### config.mk
export PLATFORM = sky130hd
export DESIGN_NAME = decoder_line_scanner
export DESIGN_NICKNAME = d
export VERILOG_FILES = /design/src/rtl/decoder_pkg.sv /design/src/rtl/dwell_counter.sv /design/src/rtl/decoder_line_scanner.sv
export SDC_FILE = /design/constraint.sdc
export NUM_CORES = 1
export LEC_CHECK = 0
export ABC_AREA = 0
export BUFFER_PORTS_ARGS = -buffer_cell sky130_fd_sc_hd__buf_2
export CORE_ASPECT_RATIO = 1.75
export CORE_MARGIN = 3
export CORE_UTILIZATION = 35
export DETAILED_ROUTE_END_ITERATION = 8
export GPL_TIMING_DRIVEN = 0
export HOLD_SLACK_MARGIN = 0.05
export MAX_ROUTING_LAYER = met4
export PLACE_DENSITY = 0.52
export SYNTH_ARGS = -nofsm -noshare
export SYNTH_HDL_FRONTEND = slang
export SYNTH_SLANG_ARGS = --single-unit
### constraint.sdc
create_clock -name clk -period 4.9 [get_ports clk]
set_input_delay 0.245 -clock clk [delete_from_list [all_inputs] [get_ports clk]]
set_output_delay 0.245 -clock clk [all_outputs]
set_load 0.02 [all_outputs]
### src/rtl/decoder_pkg.sv
// Shared types and constants for the 3-to-8 decoder line scanner.
package decoder_pkg;

    localparam int SEL_W     = 3;
    localparam int NUM_LINES = 2 ** SEL_W;

    typedef enum logic {
        IDLE = 1'b0,
        RUN  = 1'b1
    } state_t;

    // First line driven in a sweep: 0 when sweeping up, top line when sweeping down.
    function automatic logic [SEL_W-1:0] first_line(input logic mode_down);
        return mode_down ? SEL_W'(NUM_LINES - 1) : '0;
    endfunction

    function automatic logic [SEL_W-1:0] last_line(input logic mode_down);
        return mode_down ? '0 : SEL_W'(NUM_LINES - 1);
    endfunction

endpackage

### src/rtl/dwell_counter.sv
// Loadable down-counter that times how long each decoder line stays selected.
module dwell_counter #(
    parameter int W = 8
) (
    input  logic         clk,
    input  logic         rst_n,
    input  logic         load,
    input  logic [W-1:0] load_val,
    input  logic         dec,
    output logic [W-1:0] cnt,
    output logic         zero
);

    // load has priority; dec never underflows because the caller only decrements when nonzero
    always_ff @(posedge clk or negedge rst_n) begin
        if (!rst_n) begin
            cnt <= '0;
        end else if (load) begin
            cnt <= load_val;
        end else if (dec && cnt != '0) begin
            cnt <= cnt - W'(1);
        end
    end

    assign zero = (cnt == '0);

endmodule

### src/rtl/decoder_line_scanner.sv
// Sequencer driving a 3-to-8 decoder's select and enable so that each line is held for a dwell time.
module decoder_line_scanner
    import decoder_pkg::*;
#(
    parameter int DWELL_W = 8
) (
    input  logic               clk,
    input  logic               rst_n,
    input  logic               start,
    input  logic               stop,
    input  logic               mode_down,
    input  logic               continuous,
    input  logic [DWELL_W-1:0] dwell,
    output logic [SEL_W-1:0]   sel,
    output logic               en,
    output logic               busy,
    output logic               line_done,
    output logic               sweep_done,
    output state_t             dbg_state
);

    // start is a level sampled only in IDLE; stop is a level that aborts RUN on the edge it is
    // sampled and also blocks a start seen on the same edge. There is no handshake back.

    state_t             state;
    logic               mode_q;
    logic               cont_q;
    logic [DWELL_W-1:0] dw_q;
    logic [DWELL_W-1:0] dw_eff;
    logic [DWELL_W-1:0] cnt;
    logic               cnt_zero;
    logic               launch;
    logic               step;
    logic               cnt_load;
    logic               cnt_dec;
    logic [DWELL_W-1:0] cnt_load_val;

    assign dw_eff   = (dwell == '0) ? DWELL_W'(1) : dwell;
    assign launch   = (state == IDLE) && start && !stop;
    assign step     = (state == RUN) && !stop && cnt_zero;
    assign cnt_load = launch || step;
    assign cnt_dec  = (state == RUN) && !stop && !cnt_zero;

    // A fresh sweep uses the live dwell input; later lines reuse the latched value.
    assign cnt_load_val = launch ? (dw_eff - DWELL_W'(1)) : (dw_q - DWELL_W'(1));

    dwell_counter #(
        .W (DWELL_W)
    ) u_dwell_counter (
        .clk      (clk),
        .rst_n    (rst_n),
        .load     (cnt_load),
        .load_val (cnt_load_val),
        .dec      (cnt_dec),
        .cnt      (cnt),
        .zero     (cnt_zero)
    );

    always_ff @(posedge clk or negedge rst_n) begin
        if (!rst_n) begin
            state      <= IDLE;
            mode_q     <= 1'b0;
            cont_q     <= 1'b0;
            dw_q       <= DWELL_W'(1);
            sel        <= '0;
            en         <= 1'b0;
            busy       <= 1'b0;
            line_done  <= 1'b0;
            sweep_done <= 1'b0;
        end else begin
            line_done  <= 1'b0;
            sweep_done <= 1'b0;
            case (state)
                IDLE: begin
                    if (launch) begin
                        mode_q <= mode_down;
                        cont_q <= continuous;
                        dw_q   <= dw_eff;
                        sel    <= first_line(mode_down);
                        en     <= 1'b1;
                        busy   <= 1'b1;
                        state  <= RUN;
                    end
                end
                RUN: begin
                    if (stop) begin
                        en    <= 1'b0;
                        busy  <= 1'b0;
                        state <= IDLE;
                    end else if (cnt_zero) begin
                        line_done <= 1'b1;
                        if (sel != last_line(mode_q)) begin
                            sel <= mode_q ? sel - SEL_W'(1) : sel + SEL_W'(1);
                        end else begin
                            sweep_done <= 1'b1;
                            if (cont_q) begin
                                sel <= first_line(mode_q);
                            end else begin
                                en    <= 1'b0;
                                busy  <= 1'b0;
                                state <= IDLE;
                            end
                        end
                    end
                end
                default: state <= IDLE;
            endcase
        end
    end

    assign dbg_state = state;

endmodule
## Word-level counts from Yosys, hierarchy flattened

Index checks and enable logic that the tools add are counted.

- Register bits: 25
- Input bits: 14
- Word-level logic and storage cells: 72

- Add/sub/neg operators: 5
- Eq/ne operators: 8
- Muxes and demuxes: 33
- Bitwise logic cells: 1
- Reduce and logical (&&, ||, !) cells: 16

Operators with widths:

| cell | number |
|---|---|
| two-way mux 8 bit | 4 |
| two-way mux 3 bit | 9 |
| subtractor 8 x 1 -> 8 bit, second input constant | 3 |
| two-way mux 1 bit | 17 |
| logical NOT 8 bit | 2 |
| AND reduction 4 bit | 2 |
| nonzero test 8 bit | 1 |
| logical AND 1 bit | 6 |
| inequality test 3 bit, second input constant | 2 |
| case mux 3 bit (2 select lines) | 1 |
| inequality test 2 bit, second input constant | 2 |
| case mux 1 bit (2 select lines) | 2 |
| adder 3 x 1 -> 3 bit, second input constant | 1 |
| inequality test 3 x 1 -> 1 bit, second input constant | 1 |
| inequality test 3 x 2 -> 1 bit, second input constant | 1 |
| inequality test 3 bit | 1 |
| subtractor 3 x 1 -> 3 bit, second input constant | 1 |
| logical NOT 1 bit | 2 |
| inequality test 2 x 1 -> 1 bit, second input constant | 1 |
| AND reduction 2 bit | 1 |
| nonzero test 2 bit | 1 |
| logical OR 1 bit | 1 |
| NOT 1 bit | 1 |

## Depth between registers and ports, before layout

Gate-level depths: netlist of the first run.

- Depth after elaboration: 6
- Depth in mapped cells: 11

## Hierarchy

Synthesis of the first run repeated with hierarchy kept, for this count alone.

- Cell total of the unflattened synthesis: 174
- Area total of the unflattened synthesis: 1,621.6 um2

By module, submodules not included:

| module | instances | cells each | area each (um2) |
|---|---|---|---|
| decoder_line_scanner | 1 | 116 | 1,093.5 |
| dwell_counter | 1 | 58 | 528.0 |

## Worst setup path after synthesis of the first run

OpenSTA, ideal clock, no wires.

- Kind: flip-flop to flip-flop
- Start point: reg state (netlist: dbg_state)
- End point: reg u_dwell_counter.cnt[6]
- Arrival time: 2,537 ps
- Required time: 4,818 ps
- Slack: 2,281 ps
- Stages on the path, launching flop included: 12
- Period minus slack after synthesis: 2,619 ps
- Path through: dfrtp_1 -> buf_6 -> or3b_4 -> buf_6 -> clkbuf_1 -> nand2_1 -> o21ai_1 -> mux2i_1 -> ha_1 -> o221ai_1 -> or3_1 -> a31oi_1

- Word-level cells in the longest chain between the ends: 5
- Elaborated cells on any way between the ends: 11

RTL lines:

| what | RTL line | source |
|---|---|---|
| start: declaration | decoder_line_scanner.sv:25 | `state_t state;` |
| start signal: assignment | decoder_line_scanner.sv:61 | `state <= IDLE;` |
| start signal: assignment | decoder_line_scanner.sv:82 | `state <= RUN;` |
| start signal: assignment | decoder_line_scanner.sv:89 | `state <= IDLE;` |
| NOT 1 bit (no line) | - |  |
| logical AND 1 bit (2 in series) | decoder_line_scanner.sv:39 | `assign launch = (state == IDLE) && start && !stop;` |
| two-way mux 8 bit or logical OR 1 bit (tied branches) | decoder_line_scanner.sv:45, decoder_line_scanner.sv:41 |  |
| two-way mux 8 bit or nonzero test 2 bit (tied branches) | - |  |
| end signal: assignment | dwell_counter.sv:19 | `cnt <= load_val;` |
| end signal: assignment | dwell_counter.sv:21 | `cnt <= cnt - W'(1);` |
| end: declaration | dwell_counter.sv:10 | `output logic [W-1:0] cnt,` |

Several ways; a longest one is shown, not always the timed one.
A chain may end at the register's enable or synchronous reset.

## Worst setup path after layout of the first run

Same ends and word-level chain as after synthesis.

==> metrics, run 1 <==
status completed; Crit Path Class reg2reg; starting density of the core 0.3707; CP cell instances buf_6, or3b_4, buf_6, clkbuf_1, nand2_1, o21ai_1, mux2i_1, ha_1, o221ai_1, or3_1, a31oi_1; skew final 6.372 ps; Final Routed Wirelength 4004 um; CORE AREA 4189 um2; remaining antenna violation count 0; clock latency on the worst-skew pair 270 ps; R2R depth 11; Vias/cell 5.606; Synth Area per Inst 9.080 um2; Crit path max-delay family simple AND/OR/NAND/NOR gates; Mapped Nets 188; most frequent cells in the layout nand2_1 (38), dfrtp_1 (24), buf_2 (21); Total Routing Usage GR 0.1665; Area Growth Syn to Fin 14.34%; chip width 56.35 um; crit start category register; Final Wtd Congestion 0.8769; PortBufs 21; final core occ 0.4238; clk buf depth 2; HPWL after DPL 3104 um; Multi-input gate area 862.1 um2; layout cell share with drive strength beyond 1 0.2284; Final Hold Fails 0; setup violators final 0; TritonCTS Sinks 25; TritonCTS buffer count 3; Slew Viols, Final 0; leakage power 0.0008009 uW; Syn. warnings 0; std cell rows 31; Least-Margin Pin Slew 586.3 ps; EDFF count, synth 0; IO Pins 22; r2r setup slk 1990 ps; via count 1379; Setup TNS Final 0 ps; unrepaired setup endpoints after global routing false; Worst path slowest cell or3b_4; sequential element share of the synthesized area 0.4037; DRC 0; global-route wire length before repair 6665 um; Slew headroom 0.6091; worst hold path depth 3; CP Data Arrival Time 3100 ps; Worst-path clk slew 90 ps; synthesized cell area 1553 um2; Gate Count Post-Synth 171; #FFs+latches synth 25; Fillers 423; register area 626.9 um2; asr flop ratio synth 1.000; Final Cycle Share 0.5933; clock root buffer clkbuf_8; CTS tree yes; cell repeated most along the worst path buf_6; Yosys cell types 56; CP Depth 11; number of global-route vias before repair 1482; Final nets 215; largest net degree at the start of global routing 26; hold path startpoint continuous; die height 94.11 um; worst r2r src dbg_state$_DFF_PN0_; PD cells 445.4 nW/um2; Critical Path Fanout Max 10; Setup crit end kind register; Resized cells post-CTS 0; initial antenna violation count 0; Worst Setup SP dbg_state$_DFF_PN0_; worst min-delay path category in2reg; Die ar. 5303 um2; DR iter-0 viols 62; commonest non-fill, non-tap cell in the layout nand2_1; worst endpoint required time 5090 ps; Max-Cap Viols 0; Period minus WS final 2907 ps; Inserted Diodes 0; worst vdd rail ir drop 0.2253 mV; fmax 344.0 MHz; drt wl/cell 16.28 um; H-tree depth 1; CP Buf/Inv Count 3; Synth Flop Type dfrtp_1; Worst path max stage delay 410 ps; First-pass DRT Iterations 4; GR Overflow Total 0
[cell families after synthesis]
group | after synthesis | share of synthesized area
AOI/OAI and AO/OA | 40 | 0.1837
muxes | 6 | 0.04190
buffers and inverters | 12 | 0.04110
adders and majority gates | 3 | 0.02901
and+or+nand+nor | 82 | 0.2837
DFF | 25 | 0.4037
xor gates and xnor gates | 3 | 0.01692
[stage by stage]
step                      setup slack (ps)  cells  hold slack (ps)  power, uW  cell area [um2]
after floorplan                       2281    171           -50.59      574.7             1553
after global placement                2102    241            275.3      656.6             1719
after detailed placement              2006    241            292.9      669.6             1719
after CTS                             1980    246            159.9      800.6             1775
after global routing                  1762    246            159.4      863.8             1775
final                                 1993    246            166.7      790.8             1775
[routing by layer]
| layer | part of all wire | routed length (um) | vias to the layer above | GRT usage |
|---|---|---|---|---|
| met5 | 0 | 0 | - | - |
| met4 | 0.025 | 99 | 0 | 0.08515 |
| met3 | 0.030 | 121 | 8 | 0.02201 |
| met2 | 0.57 | 2275 | 37 | 0.3145 |
| met1 | 0.38 | 1508 | 673 | 0.1618 |
| li1 | - | - | 661 | - |
[synth_stat cells, types with 2 or more instances]
master,number,area share
nand2_1,38,0.092
dfrtp_1,24,0.39
nor2_1,11,0.027
o21ai_0,6,0.019
a21oi_1,5,0.016
a31oi_1,5,0.020
inv_1,5,0.012
nor3_1,5,0.016
o21ai_1,5,0.016
mux2i_1,4,0.026
nand3_1,4,0.013
clkbuf_1,3,0.0073
o21a_1,3,0.015
or2_2,3,0.012
xnor2_1,3,0.017
and3_1,2,0.0081
buf_6,2,0.015
ha_1,2,0.016
nand2b_1,2,0.0081
nor3_2,2,0.013
or3_1,2,0.0081
[registers in the layout (all words and copies together) (netlist names)]
name,count
u_dwell_counter.cnt,8
sel,3
sweep_done,1
line_done,1
dbg_state,1
mode_q,1
busy,1
dw_q,8
cont_q,1
[area by class of cell]
type	instances	area share
clock inverter	1	0.002819
tap	49	0.03453
multi-input combinational	134	0.4856
buffer	6	0.02326
clock buffer	3	0.02326
inverter	6	0.01269
timing repair buffer	22	0.06483
sequential	25	0.3531
[report_power, final]
part	switching [uW]	leakage [uW]	internal, uW
registers	66.1	0.000304	266
logic	190	0.000472	145
clock network	67.3	0.0000255	56.9
[worst register-to-register path: cells and delay by family, from the launching register on]
family,cells,cell delay (ps)
flops,1,400
compound gates,3,480
buf+inv,3,550
simple gates,3,950
fa+ha+maj,1,250
mux,1,210
[final timing paths]
kind                                                      end
min reg2reg                               dw_q[7]$_DFFE_PN0P_
min in group asynchronous                  sel[2]$_DFFE_PN0P_
min                                        cont_q$_DFFE_PN0P_
max reg2reg                u_dwell_counter.cnt[6]$_DFFE_PN0P_
max in group asynchronous                  mode_q$_DFFE_PN0P_
max                        u_dwell_counter.cnt[6]$_DFFE_PN0P_
[timing repair]
| item | CTS | global route |
|---|---|---|
| hold endpoints to repair | 24 | 0 |
| buffers inserted | 0 | 0 |
| hold buffers | 1 | 0 |
(Power assumes the default switching activity.)
==> inputs of run 2 (changes only) <==
--- a/config.mk
+++ b/config.mk
@@ -5,7 +5,7 @@
 export SDC_FILE = /design/constraint.sdc
 export NUM_CORES = 1
 export LEC_CHECK = 0
-export ABC_AREA = 0
+export ABC_AREA = 1
 export BUFFER_PORTS_ARGS = -buffer_cell sky130_fd_sc_hd__buf_2
 export CORE_ASPECT_RATIO = 1.75
 export CORE_MARGIN = 3
==> constraint.sdc (replaced) <==
create_clock -name clk -period 3.01 [get_ports clk]
set_input_delay 0.1505 -clock clk [delete_from_list [all_inputs] [get_ports clk]]
set_output_delay 0.1505 -clock clk [all_outputs]
set_load 0.02 [all_outputs]
==> metrics, run 2 <==
fmax 514.5 MHz; worst hold path depth 3; setup violators final 0; Critical Path Fanout Max 10; hold path startpoint continuous; DR iter-0 viols 37; clock root buffer clkbuf_8; asr flop ratio synth 1.000; worst r2r src u_dwell_counter.cnt[1]$_DFFE_PN0P_; Resized cells post-CTS 0; Die ar. 5237 um2; Final Wtd Congestion 0.8182; Setup crit end kind register; commonest non-fill, non-tap cell in the layout nand2_1; Setup TNS Final 0 ps; starting density of the core 0.3656; P_int 721.3 uW; Post-synth top cells nand2_1 (54), inv_1 (38), dfrtp_1 (24); most frequent cells in the layout nand2_1 (54), inv_1 (38), dfrtp_1 (24); via count 1263; Least-Margin Pin Slew 629.4 ps; unrepaired setup endpoints after global routing false; Gate Count Post-Synth 203; TritonCTS Sinks 25; worst vdd rail ir drop 0.2525 mV; status completed; Max-Cap Viols 0; die height 93.51 um; IO Pins 22; Hold Path Sink cont_q$_DFFE_PN0P_; Final Routed Wirelength 3251 um; Yosys top cell by area dfrtp_1; Syn. warnings 0; worst hold slack 109.7 ps; global-route wire length before repair 5678 um; crit start category register; EDFF count, synth 0; HPWL after DPL 2588 um; Worst-path clk slew 90 ps; drt wl/cell 11.69 um; most common cell in the synthesized netlist nand2_1; Mapped Nets 220; switch share 0.4017; PD cells 687.8 nW/um2; TritonCTS buffer count 3; share of the synthesized area in the top cell type 0.3922; sequential element share of the synthesized area 0.4093; layout cell share with drive strength beyond 1 0.2402; First-pass DRT Iterations 4; Final Cycle Share 0.6457; sequential power share 0.401; Net Switching 484.3 uW; R2R depth 13; std cell rows 31; Synth Flop Type dfrtp_1; r2r setup slk 1070 ps; CORE AREA 4189 um2; worst endpoint required time 3180 ps; main area contributors after synthesis dfrtp_1 (39%), nand2_1 (13%), inv_1 (9.3%); synthesized cell area 1531 um2; worst r2r dst u_dwell_counter.cnt[6]$_DFFE_PN0P_; Inserted Diodes 0; remaining antenna violation count 0; GR Overflow Total 0; Vias/cell 4.543; worst min-delay path category in2reg; CP Data Arrival Time 2110 ps; Final nets 247; Final Hold Fails 0; post-CTS setup buffer count 0; clock network power share 0.170; Period minus WS final 1944 ps; Slew Viols, Final 0; CTS tree yes; Synth Area per Inst 7.544 um2; clk buf depth 2; cts hold-fix bufs 1; chip width 56.01 um; leakage power 0.0009847 uW; Slew headroom 0.5788; H-tree depth 1; clock latency on the worst-skew pair 270 ps; Total Routing Usage GR 0.1419; DRC 0; Yosys cell types 30; largest registers dw_q (8), u_dwell_counter.cnt (8), sel (3); largest net degree at the start of global routing 26; skew final 3.591 ps; PortBufs 21; Area Growth Syn to Fin 14.46%; initial antenna violation count 0; Comb pwr share 0.429; #FFs+latches synth 25; number of global-route vias before repair 1276; Crit Path Class reg2reg
## run 2: cell families (layout without fill, tap and decap cells)
kind of cell,after synthesis,count (layout),share of synthesized area
fa+ha+maj,3,3,0.02941
buf+inv,45,71,0.1274
simple gates,105,105,0.3301
compound gates,22,22,0.08659
flops,25,25,0.4093
xor+xnor,3,3,0.01716
## run 2: final cells by class
class / instances / area [um2]
Fill cell: 471 / 2436
Multi-Input combinational cell: 133 / 709.4
Sequential cell: 25 / 626.9
Inverter: 41 / 153.9
Timing Repair Buffer: 22 / 115.1
Tap cell: 49 / 61.31
Clock buffer: 4 / 45.04
Buffer: 4 / 41.29
## run 2: power by group through the flow
stage	combinational (uW)	sequential (uW)	clock (uW)
2_1_floorplan	386	504	0
3_3_place_gp	522	492	0
3_5_place_dp	524	493	0
4_1_cts	528	486	212
5_1_grt	612	499	222
6_report	517	484	205
## run 2: through the flow
stage                     area (um2)  cells  setup WS (ps)  power [uW]    util
after floorplan                 1531    203           1235       889.6       -
after global placement          1698    273           1012        1015  0.4053
after detailed placement        1698    273           1022        1017  0.4053
after CTS                       1753    278           1002        1226  0.4185
after global routing            1753    278          862.9        1333  0.4185
final                           1753    278           1066        1206  0.4185
## run 2: how the worst max path moves through the flow
| stage | start | to | cells past startpoint |
|---|---|---|---|
| floorplan | dbg_state$_DFF_PN0_ | u_dwell_counter.cnt[6]$_DFFE_PN0P_ | 13 |
| global placement | u_dwell_counter.cnt[1]$_DFFE_PN0P_ | u_dwell_counter.cnt[6]$_DFFE_PN0P_ | 13 |
| detailed placement | u_dwell_counter.cnt[1]$_DFFE_PN0P_ | u_dwell_counter.cnt[6]$_DFFE_PN0P_ | 13 |
| CTS | u_dwell_counter.cnt[1]$_DFFE_PN0P_ | u_dwell_counter.cnt[6]$_DFFE_PN0P_ | 13 |
| global route | u_dwell_counter.cnt[1]$_DFFE_PN0P_ | u_dwell_counter.cnt[6]$_DFFE_PN0P_ | 13 |
| finish | u_dwell_counter.cnt[1]$_DFFE_PN0P_ | u_dwell_counter.cnt[6]$_DFFE_PN0P_ | 13 |
## run 2: per-layer routing
| metal | wire length, um | track usage | up-vias |
|---|---|---|---|
| met5 | 0 | - | - |
| met4 | 68 | 0.05941 | 0 |
| met3 | 68 | 0.01381 | 7 |
| met2 | 1789 | 0.2598 | 21 |
| met1 | 1324 | 0.1536 | 572 |
| li1 | - | - | 663 |
## run 2: worst max-delay path, stage by stage (launching register included)
cell	delay (ps)
dfrtp_1	390
nor2_1	130
nand2_1	100
nor2_2	180
nand2_4	140
nand2_8	120
nand2_1	70
nand2_2	80
ha_1	180
nand2_2	90
nor2_4	130
nand3_1	70
nand3_1	90
nand2_1	50
==> inputs of run 3 (changes only) <==
==> constraint.sdc (replaced) <==
create_clock -name clk -period 1.8 [get_ports clk]
set_input_delay 0.09 -clock clk [delete_from_list [all_inputs] [get_ports clk]]
set_output_delay 0.09 -clock clk [all_outputs]
set_load 0.02 [all_outputs]
==> metrics, run 3 (same netlist as run 2, synthesis figures left out) <==
Final Wtd Congestion 0.8182; drt wl/cell 12.26 um; die height 93.51 um; Crit Path Class reg2reg; DRC 0; worst min-delay path category in2reg; Final Hold Fails 0; TritonCTS buffer count 3; Final Cycle Share 0.9858; Setup crit end kind register; Final Routed Wirelength 3630 um; Worst path max stage delay 400 ps; PD cells 1112 nW/um2; clock root buffer clkbuf_8; TritonCTS Sinks 25; met1 usage 0.1554; largest registers dw_q (8), u_dwell_counter.cnt (8), sel (3); Final nets 265; status completed; chip width 56.01 um; worst endpoint required time 1970 ps; GR Overflow Total 0; Setup crit end dbg_state$_DFF_PN0_; Final Power 2301 uW; cell repeated most along the worst path buf_4; HPWL after DPL 2588 um; Critical Path Fanout Max 3; worst r2r dst dbg_state$_DFF_PN0_; DR iter-0 viols 58; PortBufs 21; initial antenna violation count 0; Setup WS post-layout 25.50 ps; Inserted Diodes 0; GR peak layer met2; skew final 2.560 ps; crit start category register; CORE AREA 4189 um2; Fillers 433; remaining antenna violation count 0; CP cell instances nor2_1, nand2_2, nor2_4, buf_4, buf_4, buf_4, buf_4, buf_4, buf_4, a31oi_4, or2_4; H-tree depth 1; number of global-route vias before repair 1382; Slew Viols, Final 0; r2r setup slk 30 ps; worst hold path depth 3; dpl ws -188.0 ps; M3 GR Usage 0.01519; R2R depth 11; Worst-path clk slew 90 ps; std cell rows 31; worst vdd rail ir drop 0.5054 mV; via count 1380; Die ar. 5237 um2; Total Routing Usage GR 0.1504; global-route wire length before repair 6037 um; Max-Cap Viols 0; worst r2r src u_dwell_counter.cnt[2]$_DFFE_PN0P_; Least-Margin Pin Slew 588.5 ps; unrepaired setup endpoints after global routing true; leakage power 0.001140 uW; IO Pins 22; starting density of the core 0.3656; First-pass DRT Iterations 4; most frequent cells in the layout nand2_1 (43), inv_1 (38), dfrtp_1 (24); CP Data Arrival Time 1940 ps; Area Growth Syn to Fin 35.13%; layout cell share with drive strength beyond 1 0.3887; clock latency on the worst-skew pair 270 ps; commonest non-fill, non-tap cell in the layout nand2_1; CTS tree yes; largest net degree at the start of global routing 26; Slew headroom 0.6077; Vias/cell 4.662; M2 GR Usage 0.2832; setup violators final 0; Period minus WS final 1774 ps; Worst Setup SP u_dwell_counter.cnt[2]$_DFFE_PN0P_; clk buf depth 2; fmax 563.5 MHz; Worst path slowest cell dfrtp_1
## run 3: cell types whose count changed in the layout (fill, tap and decap cells not counted), moves of 3 or more
cell	change
o21ai_2	+3
nand2_1	-11
nor2_4	+3
buf_4	+15
nor2_1	-4
nand2_4	+10
## run 3: power by group
part	leakage [uW]	internal (uW)	total (uW)	switching, uW
clock	0.0000228	159	342	183
sequential	0.000294	713	821	108
combinational	0.000823	479	1140	660
## run 3: area by class of cell
class                   count  area, um2  share of cell area
plain buffers               4      50.05             0.02418
clock buffers               4      45.04             0.02177
inverters                  41      153.9             0.07437
multi-input cells         133      870.8              0.4208
flip-flops and latches     25      626.9              0.3029
well taps                  49      61.31             0.02963
repair buffers             40      261.5              0.1264
## run 3: how the worst min path moves through the flow
stage,start,endpoint,slack (ps)
floorplan,rst_n,busy$_DFFE_PN0P_,-210
CTS,continuous,cont_q$_DFFE_PN0P_,50
global placement,rst_n,dw_q[4]$_DFFE_PN0P_,130
finish,continuous,cont_q$_DFFE_PN0P_,50
detailed placement,rst_n,u_dwell_counter.cnt[0]$_DFFE_PN0P_,140
global route,continuous,cont_q$_DFFE_PN0P_,50
## run 3: what timing repair did
action                                 4_1_cts  5_1_grt
gates resized for setup                     18       28
setup buffers                               13        5
pin swaps                                   13       13
hold buffers                                 1        0
gates cloned                                 0        0
setup endpoints to repair                    5       10
endpoints found under the hold margin       24        0
## run 3: critical path, delay by kind of cell, from the launching register on
kind / cells / cell delay (ps)
compound gates: 1 / 90
buf+inv: 6 / 580
flops: 1 / 400
simple gates: 4 / 600
## run 3: per-stage QoR
step	TNS (ps)	instance area, um2	hold slack [ps]	instances	utilization
4_1_cts	-17.89	1924	51.73	291	0.4594
3_5_place_dp	-340.5	1698	136.6	273	0.4053
3_3_place_gp	-383.5	1698	133.4	273	0.4053
2_1_floorplan	0	1531	-205.6	203	-
6_report	0	2069	49.61	296	0.4940
5_1_grt	-457.1	2069	51.40	296	0.4940
## run 3: layer usage
| metal | routed length [um] | part of all wire | up-vias |
|---|---|---|---|
| li1 | - | - | 699 |
| met1 | 1400 | 0.39 | 646 |
| met2 | 2068 | 0.57 | 26 |
| met3 | 73 | 0.020 | 9 |
| met4 | 88 | 0.024 | 0 |
| met5 | 0 | 0 | - |
